===== src/rtl/spawn_in_arbiter.sv =====
// spawn_in_arbiter: packet-granular round-robin merge of NUM_PORTS spawn streams into one tagged stream
// Ports: aclk/interconnect_aresetn (async active-low reset); s_tvalid/s_tready/s_tdata/s_tdest/s_tlast
// per-port slave beats (port i at [64*i+:64] / [5*i+:5]); m_tvalid/m_tready/m_tid/m_tdest/m_tdata/m_tlast
// merged master stream with m_tid = source port. Define SPAWN_IN_ARBITER_OUTREG_EN to register m_* through
// a 2-entry skid buffer; otherwise the locked port is passed through combinationally.
module spawn_in_arbiter #(
  parameter int NUM_PORTS = 16,
  localparam int TID_W = $clog2(NUM_PORTS)
) (
  input  logic                   aclk,
  input  logic                   interconnect_aresetn,
  input  logic [NUM_PORTS-1:0]   s_tvalid,
  output logic [NUM_PORTS-1:0]   s_tready,
  input  logic [64*NUM_PORTS-1:0] s_tdata,
  input  logic [5*NUM_PORTS-1:0] s_tdest,
  input  logic [NUM_PORTS-1:0]   s_tlast,
  output logic                   m_tvalid,
  input  logic                   m_tready,
  output logic [TID_W-1:0]       m_tid,
  output logic [4:0]             m_tdest,
  output logic [63:0]            m_tdata,
  output logic                   m_tlast
);
  typedef enum logic {IDLE, LOCKED} state_t;
  state_t state_q, state_d;
  logic [TID_W-1:0] grant_q, grant_d, rr_q, rr_d, pick;
  logic [TID_W:0] scan;
  logic found, lock, sel_valid, sel_last, in_rdy, acc;
  logic [63:0] sel_data;
  logic [4:0] sel_dest;
  assign lock = state_q == LOCKED;
  assign sel_valid = s_tvalid[grant_q];
  assign sel_last = s_tlast[grant_q];
  assign sel_data = s_tdata[64*grant_q +: 64];
  assign sel_dest = s_tdest[5*grant_q +: 5];
  assign acc = lock & sel_valid & in_rdy;
  assign s_tready = lock ? {{(NUM_PORTS-1){1'b0}}, in_rdy} << grant_q : '0;
  // scan = rr_q + k modulo NUM_PORTS; one extra bit keeps the sum from overflowing before the wrap
  always_comb begin
    pick = '0;
    found = 1'b0;
    scan = '0;
    for (int k = 0; k < NUM_PORTS; k++) begin
      scan = {1'b0, rr_q} + (TID_W+1)'(k);
      if (scan >= (TID_W+1)'(NUM_PORTS)) scan = scan - (TID_W+1)'(NUM_PORTS);
      if (!found && s_tvalid[scan[TID_W-1:0]]) begin
        pick = scan[TID_W-1:0];
        found = 1'b1;
      end
    end
  end
  always_comb begin
    state_d = state_q;
    grant_d = grant_q;
    rr_d = rr_q;
    if (!lock && found) begin
      state_d = LOCKED;
      grant_d = pick;
    end
    if (acc && sel_last) begin
      state_d = IDLE;
      rr_d = grant_q == TID_W'(NUM_PORTS-1) ? '0 : grant_q + 1'b1;
    end
  end
  always_ff @(posedge aclk or negedge interconnect_aresetn) begin
    if (!interconnect_aresetn) begin
      state_q <= IDLE;
      grant_q <= '0;
      rr_q <= '0;
    end else begin
      state_q <= state_d;
      grant_q <= grant_d;
      rr_q <= rr_d;
    end
  end
`ifdef SPAWN_IN_ARBITER_OUTREG_EN
  localparam int EW = TID_W + 70;
  logic [EW-1:0] buf_q [2];
  logic wr_q, rd_q, pop;
  logic [1:0] cnt_q;
  // input ready depends only on buffer occupancy, so m_tready never reaches s_tready combinationally
  assign in_rdy = cnt_q != 2'd2;
  assign m_tvalid = cnt_q != 2'd0;
  assign pop = m_tvalid & m_tready;
  assign {m_tid, m_tdest, m_tdata, m_tlast} = buf_q[rd_q];
  always_ff @(posedge aclk or negedge interconnect_aresetn) begin
    if (!interconnect_aresetn) begin
      buf_q[0] <= '0;
      buf_q[1] <= '0;
      wr_q <= 1'b0;
      rd_q <= 1'b0;
      cnt_q <= 2'd0;
    end else begin
      if (acc) buf_q[wr_q] <= {grant_q, sel_dest, sel_data, sel_last};
      wr_q <= wr_q ^ acc;
      rd_q <= rd_q ^ pop;
      cnt_q <= cnt_q + {1'b0, acc} - {1'b0, pop};
    end
  end
`else
  assign in_rdy = m_tready;
  assign m_tvalid = lock & sel_valid;
  assign m_tid = lock ? grant_q : '0;
  assign m_tdest = lock ? sel_dest : '0;
  assign m_tdata = lock ? sel_data : '0;
  assign m_tlast = lock & sel_last;
`endif
endmodule


===== config.mk =====
export PLATFORM = sky130hd
export DESIGN_NAME = spawn_in_arbiter
export DESIGN_NICKNAME = d
export VERILOG_FILES = /design/src/rtl/spawn_in_arbiter.sv
export SDC_FILE = /design/constraint.sdc
export NUM_CORES = 1
export LEC_CHECK = 0
export ABC_AREA = 1
export BUFFER_PORTS_ARGS = -buffer_cell sky130_fd_sc_hd__buf_2
export CAP_MARGIN = 20
export CORE_AREA = 2 2 485 487
export CTS_CLUSTER_SIZE = 20
export DETAILED_ROUTE_END_ITERATION = 8
export DIE_AREA = 0 0 487 489
export SLEW_MARGIN = 10
export SYNTH_ARGS = -nofsm -noshare
export SYNTH_HDL_FRONTEND = slang
export SYNTH_SLANG_ARGS = --single-unit

===== constraint.sdc =====
create_clock -name aclk -period 5.65 [get_ports aclk]
set_clock_uncertainty 0.05 [all_clocks]
set_input_delay 0.565 -clock aclk [delete_from_list [all_inputs] [get_ports aclk]]
set_output_delay 0.565 -clock aclk [all_outputs]
set_load 0.01 [all_outputs]

==> results by group, run 1 <==
Synth
  – Main synth FF type: dfrtp_1
  – Top cell type's share of synthesized area: 0.248
  – Syn Inst Count: roughly 2400
  – Yosys top cell by area: o21ai_0
  – YS warnings: 0
  – Avg Inst Size Synth: about 5 um2
  – Synth top area cells: o21ai_0 25%, nor2_1 20%, o221ai_1 11%
  – FF+latch count, synth: 9
  – Async S/R FF share, synth: 1.00
  – Syn nets: 3531
  – Sequential cell area fraction in the yosys report: 0.0192
  – Cell area after synthesis: 11700 um2
  – Post-synth EDFFs: 0
  – Yosys cell types: 37

Floorplan
  – Die Height: 489 um
  – Die width: 487 um
  – Core Rows: 178
  – Die Footprint: ~240000 um2
  – Initial Util: 0.0501
  – Io pins: 1230
  – Core region area: 234000 um2

Layout
  – Fin cells: 6657
  – Most frequent cells in the layout: 1229 x buf_2, 623 x nor2_1, 578 x o21ai_0
  – Layout cells sized above 1: 0.388
  – Non-Filler Cell Area, Final: about 22000 um2
  – Final nets: between 4000 and 5000
  – Fin util: 0.0937
  – Area growth, synth to finish: 87.1%
  – Most common cell after layout, fill and taps aside: buf_2

Drt
  – Post-route ant nets: 0
  – Vias: 25400
  – Iter 0 DRT Violations: 2636
  – WL/cell: 33.8 um
  – 1st-pass router iterations: 9
  – DRT Wirelength: 225000 um
  – Drt via density: between 3 and 4
  – Drt drc: 0

Run status
  – Status: completed

STA
  – Final hold violations: 0
  – Period minus WS final: approximately 4600 ps
  – Slew HR: 0.249
  – RSZ-0062 raised after global routing: false
  – Final Hold Slack: 144 ps
  – Final Cycle Share: 0.819
  – Setup violators final: 0
  – Worst-margin pin slew: approximately 1100 ps
  – Setup TNS Final: 0 ps
  – Peak Freq: 0.216 GHz
  – Pins Over Slew Limit: 0
  – Final worst slack: 1020 ps

Power
  – Static Leak: 9.09 nW
  – Pwr Total: approximately 12 mW
  – Max IR drop VDD: 0.266 mV
  – Cell area power density: 557 nW/um2

Clock tree
  – Clock slew at reported path FFs: ~40 ps
  – H-tree lvl count: 1
  – Cts repair resizes: 0
  – Maximum clock insertion buffer count: 2
  – Clock latency on the worst-skew pair: 240 ps
  – Clk root buf: clkbuf_16
  – TritonCTS clock tree: yes
  – Num CTS Buffers: 3
  – Post-CTS setup buffers: 0
  – Hold buffer count at CTS: 0
  – CTS sink cnt: 9

Global route
  – First-pass GRT wire length: 268000 um
  – Overflow left after global routing: 0
  – Overall global routing resource usage: 0.178
  – Antenna violations before repair: between 300 and 400
  – Largest net degree at the start of global routing: about 120
  – Via count of the first global-routing pass: 22500

Placed design
  – PortBufs: approximately 1200
  – Placer Congestion: 0.986
  – Setup WS pre-CTS: ~1000 ps
  – Placed Area: around 21000 um2
  – Post-DP HPWL: 200000 um
  – Placed insts: roughly 6500

Worst setup path
  – R2R Path Start: rr_q[0]
  – Critical Path RT: 5040 ps
  – Kind of critical path: register to primary output
  – Terminus of the critical flop-to-flop path: grant_q[1]
  – CP cell instances: inv_8, buf_4, nor2_1, o22ai_1, nand2_1, a31oi_1, buf_2
  – CP endpoint: m_tdata[42]
  – Critical path launch point type: register
  – Worst reg2reg path depth: 18
  – Critical-path top delay cell: buf_4
  – WP buf/inv: 3
  – CP max stage delay: 760 ps
  – Worst Setup End Kind: primary output
  – Critical Path Fanout Max: 96
  – R2R Setup Slk: 1360 ps
  – Setup crit start: grant_q[0]
  – Largest delay contributor family on the critical path: buffers and inverters
  – Crit path depth: 7
  – Critical Path AT: 4010 ps

Hold path
  – Worst Hold Class: primary input to async pin

Run
  – MaxCap Viol Count: 0
==> worst min-delay path by stage <==
stage | startpoint | to | cells after the start
after floorplan | interconnect_aresetn | grant_q[0] | 0
after global placement | interconnect_aresetn | grant_q[0] | 1
after detailed placement | interconnect_aresetn | grant_q[0] | 1
after CTS | interconnect_aresetn | grant_q[0] | 1
after global routing | interconnect_aresetn | rr_q[1] | 1
final | interconnect_aresetn | rr_q[1] | 1
==> metal layers <==
layer  GRT usage  vias to the layer above  share of wire  wire length [um]
met4      0.0730                      146          0.050             11200
met2       0.316                     2050           0.49            110000
met5           0                        -         0.0041               922
met3      0.0605                      652          0.097             21800
li1            -                    10800              -                 -
met1       0.192                    11700           0.36             81400
==> worst register-to-register path: stages (launching register included) <==
cell	delay, ps
dfrtp_1	840
inv_2	340
ha_1	570
inv_1	410
nand3_1	170
nand3_1	140
nand3_1	120
nand2_2	150
nand4_2	170
nor2_4	160
nand4_4	120
nor2_4	160
nand4_4	130
nor2_8	180
nand4_2	120
nand2_4	130
nor2_1	70
nand2_1	70
nand2_1	70
==> synthesized netlist by cell type (2+ instances only) <==
master / count
nor2_4: 4
nor3_1: 2
nand4_2: 3
xnor2_1: 2
o221ai_1: 141
buf_2: 6
a21oi_1: 7
o21ai_1: 4
clkbuf_1: 221
a31oi_1: 72
o211ai_1: 2
o22ai_1: 143
nand2_1: 277
nand4_4: 4
dfrtp_1: 9
ha_1: 8
xor2_1: 5
inv_1: 47
nand2_2: 3
nor2_1: 624
buf_1: 16
nand4_1: 9
nand3b_1: 2
inv_2: 7
buf_4: 2
o21ai_0: 580
nand3_1: 174
==> sequential cells by signal, indices dropped and copies added (netlist names) <==
name / cells
grant_q: 4
lock: 1
rr_q: 4
==> cells by family after synthesis <==
kind of cell | share of synthesized area
adder cells (fa/ha/maj) | 0.00855
buffers and inverters | 0.0990
XOR/XNOR | 0.00663
AND/OR/NAND/NOR | 0.391
AO/OA/AOI/OAI | 0.475
flip-flops | 0.0192
==> final cells by class <==
class,count,area [um2]
antenna,165,413
clock buffer,4,78.8
fill,28000,212000
inverter,56,245
multi-input combinational,2073,10300
sequential,9,236
tap,3060,3830
timing repair buffer,1290,6750
==> power breakdown <==
part | internal [mW] | leakage [nW] | total (mW) | switching (mW)
Combinational | 3.02 | 8.94 | 11.7 | 8.72
Sequential | 0.0986 | 0.107 | 0.323 | 0.224
Clock | 0.0947 | 0.0392 | 0.129 | 0.0343
(Power assumes the default switching activity.)
==> run 2, diff against run 1 <==
- CORE_AREA: 2 2 485 487 -> 2 2 475 477
- DIE_AREA: 0 0 487 489 -> 0 0 477 479
- clock period: 5.65 -> 4.45 ns (I/O delays scaled with it)
==> run 2 against run 1 <==
Effect of this change:
- the flow now finishes with violations (design-rule violations)
- count of clock-buffer cells in the layout is the same
- routed wire length shrank 4.1%
- cell area grew 0.86%
- die area shrank 4.1%
- combinational power grew 28%
- critical path depth is the same
- first-iteration DRC count shrank 5.0%
==> results by group, run 2 (synthesis results as in run 1) <==
Run status
  – Status: finished, violations left (was completed)
  – Violated checks: design-rule violations

STA
  – Setup TNS Final: 0 ps (unchanged)
  – Setup violators final: 0 (unchanged)
  – Final hold violations: 0 (unchanged)
  – Period minus WS final: 4020 ps
  – Final Hold Slack: 16.9 ps (was 144 ps)
  – Final Cycle Share: 0.903
  – Worst-margin pin slew: 989 ps (was 1110 ps)
  – Slew HR: 0.341 (was 0.249)
  – Peak Freq: approximately 0.25 GHz
  – RSZ-0062 raised after global routing: false (unchanged)
  – Pins Over Slew Limit: 0 (unchanged)

Floorplan
  – Die Footprint: 228000 um2 (was 238000 um2)
  – Io pins: 1230 (unchanged)
  – Core Rows: 174 (was 178)
  – Die Height: 479 um (was 489 um)
  – Die width: 477 um (was 487 um)
  – Core region area: 224000 um2 (was 234000 um2)
  – Initial Util: 0.0523 (was 0.0501)

Clock tree
  – Maximum clock insertion buffer count: 2 (unchanged)
  – CTS sink cnt: 9 (unchanged)
  – Post-CTS setup buffers: 0 (unchanged)
  – Num CTS Buffers: 3 (unchanged)
  – Clock latency on the worst-skew pair: 240 ps (about the same)
  – Cts repair resizes: 0 (unchanged)
  – H-tree lvl count: 1 (unchanged)
  – Clock slew at reported path FFs: 40 ps (about the same)
  – Hold buffer count at CTS: 0 (unchanged)
  – Clk root buf: clkbuf_16 (unchanged)
  – TritonCTS clock tree: yes (unchanged)

Power
  – Max IR drop VDD: 0.402 mV (was 0.266 mV)
  – Cell area power density: 700 nW/um2 (was 557 nW/um2)
  – Static Leak: 9.28 nW (was 9.09 nW)

Layout
  – Fin cells: 6594 (was 6657)
  – Layout cells sized above 1: 0.393 (was 0.388)
  – Area growth, synth to finish: 88.7% (was 87.1%)
  – Final nets: 4612 (was 4580)
  – Most common cell after layout, fill and taps aside: buf_2 (unchanged)
  – Fin util: 0.0988 (was 0.0937)
  – Non-Filler Cell Area, Final: 22100 um2 (was 21900 um2)
  – Most frequent cells in the layout: 1228 x buf_2, 623 x nor2_1, 580 x o21ai_0 (was 1229 x buf_2, 623 x nor2_1, 578 x o21ai_0)

Worst setup path
  – Kind of critical path: register to primary output (unchanged)
  – Worst Setup End Kind: primary output (unchanged)
  – Critical Path RT: 3950 ps (was 5040 ps)
  – Critical Path AT: 3530 ps (was 4010 ps)
  – Critical Path Fanout Max: 101 (was 96)
  – Critical path launch point type: register (unchanged)

Placed design
  – Placed Area: 21700 um2 (was 21400 um2)
  – Post-DP HPWL: 193000 um (was 200000 um)
  – Placed insts: 6452 (was 6488)
  – PortBufs: 1229 (unchanged)
  – Placer Congestion: 1.07 (was 0.986)

Drt
  – Iter 0 DRT Violations: 2504 (was 2636)
  – Metal2 WL: 103000 um (was 110000 um)
  – Drt drc: 3 (was 0)
  – Met3 routed WL: 25900 um (was 21800 um)
  – Post-route ant nets: 0 (unchanged)
  – 1st-pass router iterations: 9 (unchanged)
  – Drt via density: 3.86 (was 3.81)
  – DRT Wirelength: 216000 um (was 225000 um)
  – WL/cell: 32.8 um (was 33.8 um)
  – Vias: 25400 (about the same)
  – Top routing layer used: met5 (unchanged)
  – Metal-1 WL: 72400 um (was 81400 um)

Global route
  – Overflow left after global routing: 0 (unchanged)
  – Via count of the first global-routing pass: 22900 (was 22500)
  – Overall global routing resource usage: 0.178 (about the same)
  – Largest net degree at the start of global routing: 157 (was 119)
  – Antenna violations before repair: 321 (was 320)
  – First-pass GRT wire length: 261000 um (was 268000 um)

Hold path
  – Worst Hold Class: primary input to async pin (unchanged)

Run
  – MaxCap Viol Count: 0 (unchanged)
==> run 2: changes by cell type in the layout (fill, tap and decap cells not counted), moves of 2 or more <==
cell / delta
diode_2: -27
o221ai_2: -2
buf_12: +10
o221ai_1: +2
o21ai_0: +2
buf_4: +24
==> run 2: final timing paths <==
kind / startpoint / end / slack (ps) / cells past startpoint
setup / recovery: grant_q[1] / m_tdata[20] / 430 / 7
hold / removal: interconnect_aresetn / rr_q[1] / 20 / 1
setup reg to reg: rr_q[2] / grant_q[1] / 830 / 18
hold reg to reg: grant_q[3] / grant_q[3] / 630 / 2
max in group asynchronous: interconnect_aresetn / grant_q[2] / 4110 / 1
min in group aclk: grant_q[3] / grant_q[3] / 630 / 2
==> run 2: power by group <==
part,switching [mW],internal (mW)
Combinational,10.9,4.13
Clock,0.0412,0.120
Sequential,0.161,0.128
==> run 2: cell type report <==
cell class / instances / area [um2]
diodes: 138 / 345
clock buffers: 4 / 78.8
fillers: 26800 / 202000
inverters: 56 / 243
multi-input cells: 2073 / 10300
flip-flops and latches: 9 / 236
well taps: 2992 / 3740
repair buffers: 1322 / 7110
==> run 2: critical path, cell delays in order (launching register included) <==
cell and delay [ps]:
dfrtp_4 570, buf_12 260, o21ai_0 610, o221ai_1 540
buf_4 200, nand3_1 230, a31oi_1 300, buf_2 180
==> run 2: layer usage <==
layer  GRT usage  vias up
met5           0        -
met4      0.0790      186
met3      0.0883      763
met2       0.312     2025
met1       0.177    11600
li1            -    10900
==> run 2: metrics by stage <==
step | setup WS, ps | power (mW)
2_1_floorplan | 1480 | 7.76
3_3_place_gp | 513 | 15.5
3_5_place_dp | 528 | 15.5
4_1_cts | 264 | 15.7
5_1_grt | 305 | 16.7
6_report | 430 | 15.5
